`src/rtl/icache_pkg.sv`:
```
// Shared definitions for the instruction-fetch cache.
//   IDX_W / LINES : default geometry (16 direct-mapped one-word lines)
//   ADDR_W/DATA_W : default fetch address and instruction widths
//   state_e       : refill FSM encoding (IDLE, REQ)
//   ZERO_WORD     : word returned to the core when nothing valid is
//                   available; it decodes as a NOP downstream.
package icache_pkg;

  localparam int IDX_W  = 4;
  localparam int LINES  = 1 << IDX_W;
  localparam int ADDR_W = 32;
  localparam int DATA_W = 32;

  typedef enum logic {
    IDLE = 1'b0,
    REQ  = 1'b1
  } state_e;

  localparam logic [DATA_W-1:0] ZERO_WORD = '0;

endpackage

```
`src/rtl/icache_tagram.sv`:
```
// Valid/tag/data storage for the direct-mapped instruction cache.
//   clk, rst          : clock, asynchronous active-low reset (clears valid only)
//   flush_i           : clears every valid bit at the clock edge; beats a write
//   rd_idx_i/rd_tag_i : combinational lookup; rd_hit_o/rd_data_o return result
//   wr_en_i           : fill strobe writing wr_tag_i/wr_data_i at wr_idx_i
module icache_tagram #(
  parameter int IDX_W  = 4,
  parameter int TAG_W  = 26,
  parameter int DATA_W = 32
) (
  input  logic              clk,
  input  logic              rst,
  input  logic              flush_i,
  input  logic [IDX_W-1:0]  rd_idx_i,
  input  logic [TAG_W-1:0]  rd_tag_i,
  output logic              rd_hit_o,
  output logic [DATA_W-1:0] rd_data_o,
  input  logic              wr_en_i,
  input  logic [IDX_W-1:0]  wr_idx_i,
  input  logic [TAG_W-1:0]  wr_tag_i,
  input  logic [DATA_W-1:0] wr_data_i
);

  localparam int LINES = 1 << IDX_W;

  logic [LINES-1:0]  valid_q;
  logic [LINES-1:0]  valid_d;
  logic [TAG_W-1:0]  tag_arr  [LINES];
  logic [DATA_W-1:0] data_arr [LINES];

  // NOTE: every signal assigned in always_comb gets a default first, so no
  // path through the block can leave it unassigned and infer a latch.
  always_comb begin
    valid_d = valid_q;
    if (flush_i) begin
      valid_d = '0;
    end else if (wr_en_i) begin
      valid_d[wr_idx_i] = 1'b1;
    end
  end

  // NOTE: sequential state is updated with non-blocking assignments so all
  // flops sample their inputs from before the edge, regardless of ordering.
  always_ff @(posedge clk or negedge rst) begin
    if (!rst) begin
      valid_q <= '0;
    end else begin
      valid_q <= valid_d;
    end
  end

  // NOTE: the tag/data arrays carry no reset; the valid bits alone decide
  // whether their contents are meaningful, and leaving them unreset lets
  // them map onto plain RAM.
  always_ff @(posedge clk) begin
    if (wr_en_i) begin
      tag_arr[wr_idx_i]  <= wr_tag_i;
      data_arr[wr_idx_i] <= wr_data_i;
    end
  end

  assign rd_hit_o  = valid_q[rd_idx_i] && (tag_arr[rd_idx_i] == rd_tag_i);
  assign rd_data_o = data_arr[rd_idx_i];

endmodule

```
`src/rtl/icache_fetch.sv`:
```
// Instruction-fetch front end placed directly ahead of the core.
//   clk, rst       : clock, asynchronous active-low reset
//   pc_i, ce_i     : fetch address and fetch enable from the core
//   flush_i        : one-cycle pulse invalidating every line
//   inst_o         : instruction to the core (zero when no hit)
//   stall_req_o    : holds PC/IF-ID while the current fetch misses
//   mem_req_o      : read request to instruction memory, held until ack
//   mem_addr_o     : word-aligned read address, held until ack
//   mem_ack_i      : read completion, mem_rdata_i valid in the same cycle
// A miss in IDLE latches the word address and raises the request the next
// cycle. At most one request is ever outstanding. A flush during a refill
// marks the pending fill as dead so stale data never becomes valid.
module icache_fetch #(
  parameter int IDX_W  = 4,
  parameter int ADDR_W = 32,
  parameter int DATA_W = 32
) (
  input  logic              clk,
  input  logic              rst,
  input  logic [ADDR_W-1:0] pc_i,
  input  logic              ce_i,
  input  logic              flush_i,
  output logic [DATA_W-1:0] inst_o,
  output logic              stall_req_o,
  output logic              mem_req_o,
  output logic [ADDR_W-1:0] mem_addr_o,
  input  logic              mem_ack_i,
  input  logic [DATA_W-1:0] mem_rdata_i
);

  import icache_pkg::*;

  localparam int TAG_W = ADDR_W - IDX_W - 2;

  state_e            state_q, state_d;
  logic [ADDR_W-1:0] pend_addr_q, pend_addr_d;
  logic              pend_kill_q, pend_kill_d;

  logic              rd_hit;
  logic [DATA_W-1:0] rd_data;
  logic              hit;
  logic              wr_en;

  // The byte offset never selects anything in a one-word-per-line cache.
  logic unused_pc_bits;
  assign unused_pc_bits = ^pc_i[1:0];

  icache_tagram #(
    .IDX_W  (IDX_W),
    .TAG_W  (TAG_W),
    .DATA_W (DATA_W)
  ) u_tagram (
    .clk       (clk),
    .rst       (rst),
    .flush_i   (flush_i),
    .rd_idx_i  (pc_i[IDX_W+1:2]),
    .rd_tag_i  (pc_i[ADDR_W-1:IDX_W+2]),
    .rd_hit_o  (rd_hit),
    .rd_data_o (rd_data),
    .wr_en_i   (wr_en),
    .wr_idx_i  (pend_addr_q[IDX_W+1:2]),
    .wr_tag_i  (pend_addr_q[ADDR_W-1:IDX_W+2]),
    .wr_data_i (mem_rdata_i)
  );

  assign hit    = ce_i && rd_hit;
  assign inst_o = hit ? rd_data : DATA_W'(ZERO_WORD);
  // Gating with rst keeps the stall low while reset is asserted even though
  // the (cleared) cache would otherwise report a miss.
  assign stall_req_o = rst && ce_i && !hit;

  always_comb begin
    state_d     = state_q;
    pend_addr_d = pend_addr_q;
    pend_kill_d = pend_kill_q;
    wr_en       = 1'b0;
    unique case (state_q)
      IDLE: begin
        // A flush in the same cycle defers the miss; the cleared cache is
        // looked up again next cycle.
        if (ce_i && !hit && !flush_i) begin
          state_d     = REQ;
          pend_addr_d = {pc_i[ADDR_W-1:2], 2'b00};
        end
      end
      REQ: begin
        if (flush_i) begin
          pend_kill_d = 1'b1;
        end
        if (mem_ack_i) begin
          // The fill is dropped if a flush landed earlier in this refill
          // or lands on the ack cycle itself.
          wr_en       = !pend_kill_q && !flush_i;
          pend_kill_d = 1'b0;
          state_d     = IDLE;
        end
      end
      default: state_d = IDLE;
    endcase
  end

  always_ff @(posedge clk or negedge rst) begin
    if (!rst) begin
      state_q     <= IDLE;
      pend_addr_q <= '0;
      pend_kill_q <= 1'b0;
    end else begin
      state_q     <= state_d;
      pend_addr_q <= pend_addr_d;
      pend_kill_q <= pend_kill_d;
    end
  end

  // Request and address come straight from flops, so both are stable for
  // the whole refill and drop to zero the instant reset asserts.
  assign mem_req_o  = (state_q == REQ);
  assign mem_addr_o = pend_addr_q;

endmodule

```
`config.mk`:
```
export PLATFORM = sky130hd
export DESIGN_NAME = icache_fetch
export DESIGN_NICKNAME = d
export VERILOG_FILES = /design/src/rtl/icache_pkg.sv /design/src/rtl/icache_tagram.sv /design/src/rtl/icache_fetch.sv
export SDC_FILE = /design/constraint.sdc
export NUM_CORES = 1
export LEC_CHECK = 0
export BUFFER_PORTS_ARGS = -buffer_cell sky130_fd_sc_hd__buf_2
export CORE_ASPECT_RATIO = 0.7
export CORE_UTILIZATION = 30
export CTS_CLUSTER_DIAMETER = 150
export CTS_CLUSTER_SIZE = 14
export DETAILED_ROUTE_END_ITERATION = 8
export SYNTH_ARGS = -nofsm -noshare
export SYNTH_HDL_FRONTEND = slang
export SYNTH_SLANG_ARGS = --single-unit
```
`constraint.sdc`:
```
create_clock -name clk -period 5.8 [get_ports clk]
set_input_delay 1.74 -clock clk [delete_from_list [all_inputs] [get_ports clk]]
set_output_delay 1.74 -clock clk [all_outputs]
set_load 0.02 [all_outputs]
```
# After elaboration in Yosys (flattened, before gate mapping)
# Memory sizes are Yosys's and may differ from the RTL's.
# Cells that the tools add are included.
dict set report word_totals {
  register_bits 48
  mem_bits_rw 928
  word_cells 43
  mem_count 2
}
# memory words word_bits read_ports rd_ports_with_merged_regs write_ports line_no
set memory_table {}
lappend memory_table {u_tagram.data_arr 16 32 1 0 1 icache_tagram.sv:29} ;# logic [DATA_W-1:0] data_arr [LINES];
lappend memory_table {u_tagram.tag_arr 16 26 1 0 1 icache_tagram.sv:28} ;# logic [TAG_W-1:0] tag_arr [LINES];
dict set report classes {
  magnitude_cmp 3
  n_eq_ne 1
  n_mux 16
  bitwise 2
  n_reduce_logical 15
}
# cell count
set op_table {}
lappend op_table {{$mux W16} 2}
lappend op_table {{$mux W32} 1}
lappend op_table {{$eq A26 B26 Y1} 1}
lappend op_table {{$or A16 B16 Y16} 1}
lappend op_table {{$lt A4 B5 Y1 const B} 2}
lappend op_table {{$mux W1} 10}
lappend op_table {{$logic_and A1 B1 Y1} 8}
lappend op_table {{$bmux W1 S4} 1}
lappend op_table {{$demux W1 S4} 1}
lappend op_table {{$ge A4 B1 Y1 const B} 1}
lappend op_table {{$reduce_and A2 Y1} 2}
lappend op_table {{$reduce_bool A2 Y1} 2}
lappend op_table {{$logic_not A1 Y1} 3}
lappend op_table {{$pmux W1 S2} 1}
lappend op_table {{$not A1 Y1} 1}

# Longest topological paths before layout
dict set report depth {
  ltp_word 9
  mapped_depth 14
  mapped_depth_nobuf 8
}

# Hierarchy
# From an unflattened synthesis, not the netlist that was laid out.
dict set report unflattened {
  cells_unflattened 1682
  area_unflattened_um2 37915.1
}
# module instances cells_per_inst area_each_um2
set modules_own_cells {}
lappend modules_own_cells {icache_tagram 1 1568 36438.7}
lappend modules_own_cells {icache_fetch 1 114 1476.4}

# Worst setup path after synthesis
# No wires, ideal clock.
dict set report synth_path {
  path_type {input to register}
  startpoint {in flush_i}
  endpoint {mem u_tagram.data_arr[8][0] (enable)}
  setup_time_ns 0.548
  arrival_ns 6.404
  slack_ns -1.152
  path_stages 4
  path_cell_list {clkbuf_1 > nor4_1 > nand2_1 > nor3_1}
}
dict set report synth_via {
  elab_chain_cells 6
}
# item line_no
set synth_rtl {}
lappend synth_rtl {{start: declaration} icache_fetch.sv:22} ;# input logic flush_i,
lappend synth_rtl {{$logic_not A1 Y1} icache_fetch.sv:93} ;# wr_en = !pend_kill_q && !flush_i;
lappend synth_rtl {{$logic_and A1 B1 Y1} icache_fetch.sv:93}
lappend synth_rtl {{$mux W1} icache_fetch.sv:90} ;# if (mem_ack_i) begin
lappend synth_rtl {{$mux W1} icache_fetch.sv:77} ;# unique case (state_q)
lappend synth_rtl {{$mux W1} icache_tagram.sv:56} ;# if (wr_en_i) begin
lappend synth_rtl {{$mux W1 (implied by the code)} icache_tagram.sv:58} ;# data_arr[wr_idx_i] <= wr_data_i;
lappend synth_rtl {{end: declaration} icache_tagram.sv:29}
# No other way between the ends.

# Worst setup path in the final report
dict set report layout_path {
  startpoint {in pc_i[2]}
  endpoint {out inst_o[5]}
}
dict set report layout_via {
  elab_chain_cells 5
  elab_cells_between_ends 8
}
# item line_no
set layout_rtl {}
lappend layout_rtl {{start: declaration} icache_fetch.sv:20} ;# input logic [ADDR_W-1:0] pc_i,
lappend layout_rtl {{$mem_v2 Z16 W26 or $bmux W1 S4 (tied branches)} --}
lappend layout_rtl {{$eq A26 B26 Y1 or $mux W1 (tied branches)} icache_tagram.sv:62} ;# assign rd_hit_o = valid_q[rd_idx_i] && (tag_arr[rd_idx_i] == rd_tag_i);
lappend layout_rtl {{$logic_and A1 B1 Y1} icache_tagram.sv:62}
lappend layout_rtl {{$logic_and A1 B1 Y1} icache_fetch.sv:66} ;# assign hit = ce_i && rd_hit;
lappend layout_rtl {{$mux W32 *} icache_fetch.sv:67} ;# assign inst_o = hit ? rd_data : DATA_W'(ZERO_WORD);
lappend layout_rtl {{end: declaration} icache_fetch.sv:23} ;# output logic [DATA_W-1:0] inst_o,
# Mark *: on every way between the ends. The rest lies on a longest branch, timed or not. The select of a mux whose other input is x is not followed.

==> impl.org <==
** STA
- Worst Slack Setup Final :: -0.596 ns
- After routing, the total negative slack on setup checks comes to -17.82 ns.
- Setup violations remaining at the end of the flow were counted as 33.
- The final number of hold-violating endpoints was 0.
- Slew @ Worst Pin :: ~0.97 ns
- Pins Over Slew Limit :: 0
- Post-layout minimum cycle time :: 6.40 ns
- The clock arrives with 0.0193 ns of skew.
- Setup repair after global routing could not meet its margin everywhere.
- Dividing the final minimum period by the clock period gives 110%.
- The worst pin sits at a relative slew slack of a little over a third.
- Based on the critical path, the design can be clocked at up to between 150 and 200 MHz.

** Run
- Across the run, the number of max-cap violations was 0.

** Yosys
- After synthesis, the largest family of logic cells by area is multiplexers.
- Post-synthesis instance area :: ~0.038 mm²
- Measured against the total synthesized area, the mux share comes to between 10% and 20%.
- Avg Cell Area, Syn :: 22.5 µm²
- Post-Syn Instances :: ~1,700
- Simple-gate area share of the yosys netlist :: 2.32%
- Adder and majority cell fraction of the synthesized area :: 0%
- The synthesized netlist contains 59 unique library cells.
- Count of state elements after synthesis :: just under 1,000
- Summing the areas of all xor and xnor instances in the mapped netlist gives less than 1% of the synthesized area.
- Fraction of the mapped netlist area in compound gates :: ~1.4%
- Ys Warns :: 0
- Counting flops with a built-in enable in the synthesized netlist gives 928.
- Asr flop ratio synth :: just under 5%
- Primary FF master, synth :: sky130_fd_sc_hd__edfxtp_1
- After synthesis, flip-flops and latches occupy about three quarters of the total area.

** Global routing
- The number of antenna violations at the first check in global routing is 15.
- First-pass GRT wire length :: 136 mm
- The number of global-route vias before repair came to 19,419.
- GRT Residual Overflow :: 0
- GRT Total Usage :: ~15%
- Entering global routing, the biggest net connects between 70 and 80 pins.

** Floorplanning
- Overall die area :: ~0.13 mm²
- between 100 and 150 I/O pins were placed.
- For this configuration, the core starts out at a cell density of about 30%.
- Width of the die :: approximately 430 µm
- Core Footprint :: 0.125 mm²
- The floorplan has around 110 rows.
- Vertical die dimension :: 300 µm

** Placement
- Dpl hpwl :: between 50 and 60 mm
- The congestion estimate from routability-driven global placement came to 0.770.
- In this run the tool buffered the top-level ports with between 100 and 150 buffer cells.
- In this run the cell area measured after placement is between 0.04 and 0.05 mm².

** Clocking
- Clock latency on the worst-skew pair :: ~0.63 ns
- Clock Tree Buf Depth :: 3
- The H-tree was split into 3 levels.
- CTS Root Buffer Type :: sky130_fd_sc_hd__clkbuf_16
- Clock-pin slew was measured on the worst setup and hold paths at about 0.060 ns.
- TritonCTS created 79 clock buffers.
- CTS Sinks :: ~1,000
- Clock tree from TritonCTS :: built

** Finish
- After the last flow step, the layout net total stands at 2,073.
- Of the cells placed in the final design, the portion with a size suffix greater than 1 is between 30 and 40%.
- Fill cell count :: around 11,000
- Compared with the post-synthesis result, the final layout area differs by 18.7%.
- Once layout is done, the placed cells without fillers occupy 0.0452 mm².

** Detailed routing
- Post-detailed-route wirelength per cell :: 25.9 µm
- Top routing layer used :: met5
- In the routed layout, each cell is associated on average with a via count of roughly 5.0.
- In the routed design, unresolved DRC markers number 0.
- Detailed route wirelength on metal3 :: ~5.8 mm
- For this block, the routed nets add up to 95.7 mm of wire.
- For this block, the initial DRC count from the detailed router was 1,624.
- Post-route antenna net violation count :: 0
- The final route contains approximately 18,000 vias.
- Post-Route M1 WL :: 42.3 mm
- Detailed-routing iteration count for the pre-antenna-repair pass :: 5
- Wire segments on met2 add up to around 46 mm in the final route.

** Critical path
- The number of cells on the worst reg-to-reg path is 13.
- Arrival time of the worst setup path :: 4.66 ns
- Class of the most critical setup path :: in2out
- Of all nets on the critical path, the largest fanout is 9.
- Worst setup EP type :: output port
- Category of the worst setup path launch point :: input port
- Data required time at the worst endpoint :: roughly 4.1 ns

** Hold path
- In this run the worst hold path is classified as reg2reg.
- WHS Path Cells :: 2

** Run status
- The flow ran to the end, but the final reports show violations.
- Failing checks :: setup timing

** Pwr
- In this run the power density over the cells is 313 mW/mm².
- Pwr Total :: about 14 mW
- IR analysis of the VDD net gives a maximum drop of 178 µV.
- In this run the static leakage power is approximately 15 nW.
==> per-layer routing <==
metal,global-route usage [%],vias up
met3,2.71,124
li1,-,7689
met2,23.6,536
met1,20.6,10007
met5,0,-
met4,3.46,14
==> stage by stage <==
step / hold WS, ns / setup WS, ns / utilization (%) / cells
floorplan: 0.461 / -0.156 / - / 1694
global placement: 0.473 / -0.829 / 33.6 / 3544
detailed placement: 0.484 / -0.838 / 33.6 / 3544
CTS: 0.498 / -0.643 / 35.9 / 3674
global route: 0.527 / -0.703 / 36.2 / 3690
finish: 0.500 / -0.596 / 36.2 / 3691
==> final timing paths <==
path | from | endpoint | slack, ns
worst max register to register | u_tagram.tag_arr[15][6]$_DFFE_PP_ | mem_addr_o[13]$_DFFE_PN0P_ | 2.51
min in group asynchronous | rst | mem_addr_o[21]$_DFFE_PN0P_ | 1.40
worst min register to register | u_tagram.valid_q[10]$_DFFE_PN0P_ | u_tagram.valid_q[10]$_DFFE_PN0P_ | 0.50
worst min-delay path | u_tagram.valid_q[10]$_DFFE_PN0P_ | u_tagram.valid_q[10]$_DFFE_PN0P_ | 0.50
worst max-delay path | pc_i[2] | inst_o[5] | -0.60
max in group asynchronous | rst | mem_addr_o[28]$_DFFE_PN0P_ | 3.84
==> cell families after synthesis <==
logic type | after synthesis
other cells | 1
flops | 976
xor+xnor | 27
buf+inv | 90
simple gates | 167
mux | 362
compound gates | 70
==> sequential cells by signal, indices dropped and copies added, names as in the netlist <==
signal,flops
u_tagram.data_arr,512
u_tagram.tag_arr,416
mem_addr_o,30
u_tagram.valid_q,16
mem_req_o,1
pend_kill_q,1
==> repair_timing <==
| action | CTS | global route |
|---|---|---|
| pin swaps | 5 | 7 |
| gates cloned | 5 | 5 |
| resized for setup | 84 | 51 |
| setup buffers | 10 | 10 |
| endpoints found under the setup margin | 33 | 33 |
| hold buffers | 0 | 0 |
==> report_power, final <==
part | total [mW] | switching (mW) | leakage (nW) | internal, mW
clock | 4.96 | 2.36 | 1.08 | 2.60
combinational | 1.01 | 0.539 | 4.66 | 0.472
sequential | 8.18 | 0.222 | 8.95 | 7.96
==> synth_stat cells (all sizes together) (6+ instances only) <==
cell	instances	area, µm²
nor2b	39	244
mux2i	85	851
nand3	10	50.1
xnor2	17	149
edfxtp	928	27900
mux4	242	5450
a221oi	6	58.8
nor3	13	70.1
mux2	35	503
dfrtp	48	1200
nand4	8	50.1
clkbuf	31	116
a22oi	16	120
xor2	10	87.6
nand2	17	63.8
a21oi	6	30.0
nor2	52	195
buf	54	370
==> area by class of cell <==
| class | instances | area [µm²] | area share (%) |
|---|---|---|---|
| Antenna cell | 3 | 7.51 | 0.0166 |
| Clock buffer | 109 | 2130 | 4.72 |
| Clock inverter | 6 | 115 | 0.255 |
| Inverter | 5 | 21.3 | 0.0471 |
| Multi-Input combinational cell | 628 | 8920 | 19.8 |
| Sequential cell | 976 | 29100 | 64.4 |
| Tap cell | 1650 | 2060 | 4.57 |
| Timing Repair Buffer | 314 | 2840 | 6.28 |
==> worst max-delay path, stage by stage <==
cell,delay (ns)
sky130_fd_sc_hd__buf_16,0.14
sky130_fd_sc_hd__buf_12,0.16
sky130_fd_sc_hd__buf_6,0.18
sky130_fd_sc_hd__mux4_2,0.54
sky130_fd_sc_hd__nor4b_1,0.35
sky130_fd_sc_hd__a2111oi_2,0.07
sky130_fd_sc_hd__nand3_1,0.13
sky130_fd_sc_hd__nand4_1,0.17
sky130_fd_sc_hd__nor3_1,0.23
sky130_fd_sc_hd__nand4_1,0.13
sky130_fd_sc_hd__buf_6,0.16
sky130_fd_sc_hd__buf_12,0.15
sky130_fd_sc_hd__clkbuf_16,0.18
sky130_fd_sc_hd__nor2b_1,0.11
sky130_fd_sc_hd__buf_4,0.15
==> layout by cell type (no fill, tap or decap), drive strengths merged, types with 5 or more instances in the layout <==
cell type,instances
nand4,8
inv,6
nand3,10
mux2i,85
xnor2,17
mux4,242
a221oi,6
edfxtp,928
a22oi,16
mux2,35
clkbuf,113
nor3,13
dfrtp,48
nand2b,5
xor2,10
nand2,17
a21oi,6
nor4,5
nor2,52
a31oi,5
buf,309
nor2b,39
Power figures use the tool's default switching activity.
